==> src/rtl/trojan_bist_pkg.sv <==
// trojan_bist_pkg: shared states, default MISR constants and the serial MISR step function
package trojan_bist_pkg;
  typedef enum logic [1:0] {IDLE, COLLECT, COMPARE} state_t;
  localparam int MAX_W = 64;
  localparam logic [15:0] DEF_POLY = 16'h1021;
  localparam logic [15:0] DEF_SEED = 16'h0000;
  // Galois step on the low w bits; also intended for the upstream pattern LFSR
  function automatic logic [MAX_W-1:0] misr_step(
    input logic [MAX_W-1:0] sig,
    input logic [MAX_W-1:0] poly,
    input int               w,
    input logic             b
  );
    logic fb;
    fb = b ^ (|(sig & (MAX_W'(1) << (w - 1))));
    return ((sig << 1) ^ (fb ? poly : '0)) & ((MAX_W'(1) << w) - MAX_W'(1));
  endfunction
endpackage

==> src/rtl/misr_serial.sv <==
// misr_serial: single-input signature register, load has priority over shift
module misr_serial
  import trojan_bist_pkg::*;
#(
  parameter int               SIG_W = 16,
  parameter logic [SIG_W-1:0] POLY  = SIG_W'(DEF_POLY),
  parameter logic [SIG_W-1:0] SEED  = SIG_W'(DEF_SEED)
) (
  input  logic             clk,
  input  logic             rst,
  input  logic             i_load,
  input  logic             i_en,
  input  logic             i_bit,
  output logic [SIG_W-1:0] o_sig
);
  logic [SIG_W-1:0] r_sig;
  logic [SIG_W-1:0] w_next;
  assign w_next = SIG_W'(misr_step(MAX_W'(r_sig), MAX_W'(POLY), SIG_W, i_bit));
  always_ff @(posedge clk)
    if (rst || i_load) r_sig <= SEED;
    else if (i_en) r_sig <= w_next;
  assign o_sig = r_sig;
endmodule

==> src/rtl/resp_misr_analyzer.sv <==
// resp_misr_analyzer: compacts a window of response bits into a MISR and flags a golden mismatch
module resp_misr_analyzer
  import trojan_bist_pkg::*;
#(
  parameter int               SIG_W  = 16,
  parameter logic [SIG_W-1:0] POLY   = SIG_W'(DEF_POLY),
  parameter logic [SIG_W-1:0] SEED   = SIG_W'(DEF_SEED),
  parameter int               WINDOW = 256,
  localparam int              CNT_W  = $clog2(WINDOW + 1)
) (
  input  logic             I1470_clk,
  input  logic             I1477_rst,
  input  logic             start,
  input  logic             abort,
  input  logic             resp_valid,
  input  logic             resp_bit,
  input  logic [SIG_W-1:0] golden_sig,
  output logic             busy,
  output logic             done,
  output logic             mismatch,
  output logic [SIG_W-1:0] signature,
  output logic [CNT_W-1:0] bit_cnt
);
  state_t           r_state, w_next;
  logic [CNT_W-1:0] r_cnt, w_cnt_inc;
  logic             r_done, r_mismatch, w_start, w_accept, w_cmp;
  always_comb begin
    w_start   = (r_state == IDLE) && start;
    w_accept  = (r_state == COLLECT) && resp_valid && !abort;
    w_cmp     = (r_state == COMPARE) && !abort;
    w_cnt_inc = r_cnt + CNT_W'(1);
    w_next    = r_state == IDLE ? (start ? COLLECT : IDLE)
              : abort || r_state == COMPARE ? IDLE
              : w_accept && w_cnt_inc == CNT_W'(WINDOW) ? COMPARE
              : COLLECT;
  end
  always_ff @(posedge I1470_clk)
    if (I1477_rst) begin
      r_state    <= IDLE;
      r_cnt      <= '0;
      r_done     <= 1'b0;
      r_mismatch <= 1'b0;
    end else begin
      r_state    <= w_next;
      r_cnt      <= w_start ? '0 : w_accept ? w_cnt_inc : r_cnt;
      r_done     <= w_cmp;
      r_mismatch <= w_start ? 1'b0 : w_cmp ? (signature != golden_sig) : r_mismatch;
    end
  misr_serial #(.SIG_W(SIG_W), .POLY(POLY), .SEED(SEED)) u_misr (
    .clk    (I1470_clk),
    .rst    (I1477_rst),
    .i_load (w_start),
    .i_en   (w_accept),
    .i_bit  (resp_bit),
    .o_sig  (signature)
  );
  assign busy     = r_state != IDLE;
  assign done     = r_done;
  assign mismatch = r_mismatch;
  assign bit_cnt  = r_cnt;
endmodule

==> config.mk <==
export PLATFORM = sky130hd
export DESIGN_NAME = resp_misr_analyzer
export DESIGN_NICKNAME = d
export VERILOG_FILES = /design/src/rtl/trojan_bist_pkg.sv /design/src/rtl/misr_serial.sv /design/src/rtl/resp_misr_analyzer.sv
export SDC_FILE = /design/constraint.sdc
export NUM_CORES = 1
export LEC_CHECK = 0
export ABC_AREA = 0
export BUFFER_PORTS_ARGS = -buffer_cell sky130_fd_sc_hd__buf_2
export CORE_MARGIN = 2
export CORE_UTILIZATION = 45
export CTS_CLUSTER_DIAMETER = 150
export DETAILED_ROUTE_END_ITERATION = 16
export HOLD_SLACK_MARGIN = 0.15
export PLACE_DENSITY = 0.72
export SLEW_MARGIN = 20
export SYNTH_ARGS = -nofsm -noshare
export SYNTH_HDL_FRONTEND = slang
export SYNTH_SLANG_ARGS = --single-unit
==> constraint.sdc <==
create_clock -name I1470_clk -period 1.6 [get_ports I1470_clk]
set_clock_uncertainty 0.1 [all_clocks]
set_input_delay 0 -clock I1470_clk [delete_from_list [all_inputs] [get_ports I1470_clk]]
set_output_delay 0 -clock I1470_clk [all_outputs]
set_load 0.05 [all_outputs]
==> impl_metrics.toml <==
[run_status]
status = "complete, no violations"

[final_layout]
number_of_inserted_diodes = 0
num-nets-final = 266
final_cell_count_no_fill = 289
drive_above_1_share = 0.362
design_area_final_um2 = 2030
layout-area-overhead-vs-synth_pct = 28.6

[floorplanning]
die-width_um = 63.2
placeableCoreArea_um2 = 3360
die_span_y_um = 63.2
rows = 21
die_area_um2 = 4000
io_pins = 50
floorplan.initialDensity = 0.469

[critical_path]
worst-r2r-cell-count = 5
worstSetupStartpointType = "flop"
r2r_slack_ps = 30
crit_arrival_ps = 1660
timing_worst_setup_path_type = "flop to flop"
critical_path_required_ps = 1690
critical_path.max_fanout = 8
worst_r2r_endpoint = "r_state[0]"
worst_setup_end_kind = "flop"
startpoint_of_the_most_critical_register_to_register_path = "bit_cnt[0]"

[clocking]
clkSinkCount = 29
cts_root_buf = "sky130_fd_sc_hd__clkbuf_4"
cts_inserted_buffers = 5
clockBufferDepth = 2
htree_num_levels = 2
clk_latency_ps = 330
clkSlewWorstSetupHoldPaths_ps = 110
cts_tree = "built"

[sta]
tightestPinTransition_ps = 391
final-max-slew-violation-count = 0
report.final.hold_viol_count = 0
relative_slew_slack = 0.739
setup_viol = 0
fin_crit_sh = 0.979
min_period_ps = 1570
max_clock_freq_ghz = 0.639

[place]
hpwlAfterDp_mm = 2.45
placed_cell_area_um2 = 1820
routabilityCongestion = 0.816
numPlacedInstances = 266
io_buffer_count = 49

[power_and_ir_drop]
fin_total_pwr_mw = 1.32
power.density_nw_per_um2 = 652
leakagePower_nw = 0.922
max-vdd-ir-drop_uv = 394

[synth]
post-synth-top-count-cell = "sky130_fd_sc_hd__nand2_1"
synth.avg_cell_area_um2 = 8.39
top_area_cells_in_the_synthesized_netlist = "sky130_fd_sc_hd__dfxtp_1 37%, sky130_fd_sc_hd__xor2_1 15%, sky130_fd_sc_hd__nand2_1 8.6%, sky130_fd_sc_hd__buf_4 7.1%, sky130_fd_sc_hd__a21oi_1 6.0%"
synth_seq_area_share = 0.368
postSynthNetCount = 212
leading_area_contributor_after_synthesis = "sky130_fd_sc_hd__dfxtp_1"
synth.distinct_cells = 30
dominantRegCellSynth = "sky130_fd_sc_hd__dfxtp_1"
synth-xor-area-share = 0.161
combinational_family_with_the_most_area_after_synthesis = "simple AND/OR/NAND/NOR gates"
yosys.area_share.adder = 0.0159
synth_area_um2 = 1580
yosys_register_bits = 29
synth-simple-area-share = 0.237
synth.mux.area_fraction = 0
synth-warning-count = 0
post-synth-top-area-fraction = 0.368
synth_top_cells_by_count = "36 x sky130_fd_sc_hd__nand2_1, 29 x sky130_fd_sc_hd__dfxtp_1, 27 x sky130_fd_sc_hd__xor2_1"
synth_enable_flop_cells = 0
synth_compound_area_frac = 0.105
async_reset_ff_frac = 0
netlist_instances = 188

[detailed_routing]
totalWireLength_mm = 3.61
antenna_left = 0
wl_per_cell_um = 12.5
drc = 0
drtIter0Drc = 67
drt_first_pass_iters = 4
drt-vias-per-instance = 4.83
dr_total_vias = 1395

[global_route]
grt_max_degree = 27
track_usage = 0.174
initial_antenna_violation_count = 0
grt_pass1_vias = 1252
grt_first_pass_wirelength_mm = 5.49
grt.overflow.total = 0

[hold_path]
hold_depth = 6
hold_path_class = "primary input to flop"
holdCritStartpoint = "golden_sig[6]"
hold_path_end = "mismatch"

[flow_run]
maxcap_viol_count = 0
[per-stage QoR]
step | worst slack, ps | hold slack [ps] | setup TNS [ps] | util
3_5_place_dp | 41.6 | 112 | 0 | 0.542
4_1_cts | 0.516 | 160 | 0 | 0.583
5_1_grt | -51.8 | 200 | -51.8 | 0.603
3_3_place_gp | 102 | 111 | 0 | 0.542
2_1_floorplan | -42.8 | -30.9 | -42.8 | -
6_report | 34.4 | 183 | 0 | 0.603
[flip-flops by register name, indices dropped and copies added, names as in the netlist]
signal,count
bit_cnt,9
done,1
u_misr.o_sig,16
r_state,2
mismatch,1
[layer usage]
metal | wire (um) | share of wire | vias up | track usage
li1 | - | - | 717 | -
met1 | 1670 | 0.46 | 640 | 0.212
met2 | 1720 | 0.48 | 33 | 0.295
met3 | 182 | 0.050 | 5 | 0.0589
met4 | 36 | 0.010 | 0 | 0.0408
met5 | 0 | 0 | - | 0
[final cells by class]
cell class,count,area (um2)
Clock buffer,8,58.8
Sequential cell,29,602
Fill cell,332,1330
Tap cell,46,57.6
Timing Repair Buffer,71,455
Multi-Input combinational cell,134,852
Inverter,1,3.75
[worst max-delay path, cell delays in order (launching register included)]
cell                      delay, ps
sky130_fd_sc_hd__dfxtp_4        400
sky130_fd_sc_hd__ha_4           180
sky130_fd_sc_hd__nor3_1         200
sky130_fd_sc_hd__a31oi_1        100
sky130_fd_sc_hd__o41ai_2        350
sky130_fd_sc_hd__a21oi_1        100
[how the worst max path moves through the flow]
stage / cells past startpoint / slack [ps] / start / to
2_1_floorplan: 7 / -40 / bit_cnt[0] / r_state[0]
3_3_place_gp: 6 / 100 / bit_cnt[0] / r_state[0]
3_5_place_dp: 5 / 40 / r_state[0] / r_state[0]
4_1_cts: 7 / 0.5 / abort / r_state[0]
5_1_grt: 5 / -50 / bit_cnt[0] / r_state[0]
6_report: 5 / 30 / bit_cnt[0] / r_state[0]
[layout by cell type (no fill, tap or decap), types with 2 or more instances in the layout]
master | synthesis | layout
sky130_fd_sc_hd__buf_2 | 4 | 49
sky130_fd_sc_hd__nand2_1 | 36 | 35
sky130_fd_sc_hd__xor2_1 | 27 | 27
sky130_fd_sc_hd__dfxtp_1 | 29 | 20
sky130_fd_sc_hd__a21oi_1 | 19 | 19
sky130_fd_sc_hd__nor2_1 | 13 | 12
sky130_fd_sc_hd__buf_4 | 15 | 12
sky130_fd_sc_hd__dlygate4sd3_1 | 0 | 8
sky130_fd_sc_hd__nor3_1 | 7 | 7
sky130_fd_sc_hd__nand4_1 | 5 | 5
sky130_fd_sc_hd__dfxtp_2 | 0 | 5
sky130_fd_sc_hd__clkbuf_4 | 0 | 5
sky130_fd_sc_hd__dfxtp_4 | 0 | 4
sky130_fd_sc_hd__nor4_1 | 3 | 3
sky130_fd_sc_hd__nand3_1 | 5 | 3
sky130_fd_sc_hd__and2b_1 | 2 | 2
sky130_fd_sc_hd__xnor2_1 | 2 | 2
sky130_fd_sc_hd__and3_4 | 1 | 2
sky130_fd_sc_hd__nand3_2 | 0 | 2
sky130_fd_sc_hd__clkbuf_1 | 2 | 2
sky130_fd_sc_hd__buf_12 | 0 | 2
[power by group]
| group | internal (mW) | leakage, nW | switching (mW) | total, mW |
|---|---|---|---|---|
| registers | 0.718 | 0.240 | 0.00422 | 0.722 |
| logic | 0.0624 | 0.650 | 0.0713 | 0.134 |
| clock network | 0.217 | 0.0326 | 0.251 | 0.468 |
| total | 0.997 | 0.922 | 0.326 | 1.32 |
[logic make-up after synthesis]
group                    count (synthesis)
AND/OR/NAND/NOR                         79
XOR/XNOR                                29
flip-flops                              29
buffers and inverters                   25
AO/OA/AOI/OAI                           24
adder cells (fa/ha/maj)                  2
[repair_timing]
item,4_1_cts,5_1_grt
setup buffers,0,7
hold buffers,8,0
endpoints found under the setup margin,0,1
resized for setup,0,4
hold endpoints to repair,29,0
Note: power is estimated with default switching activity, not from simulation.
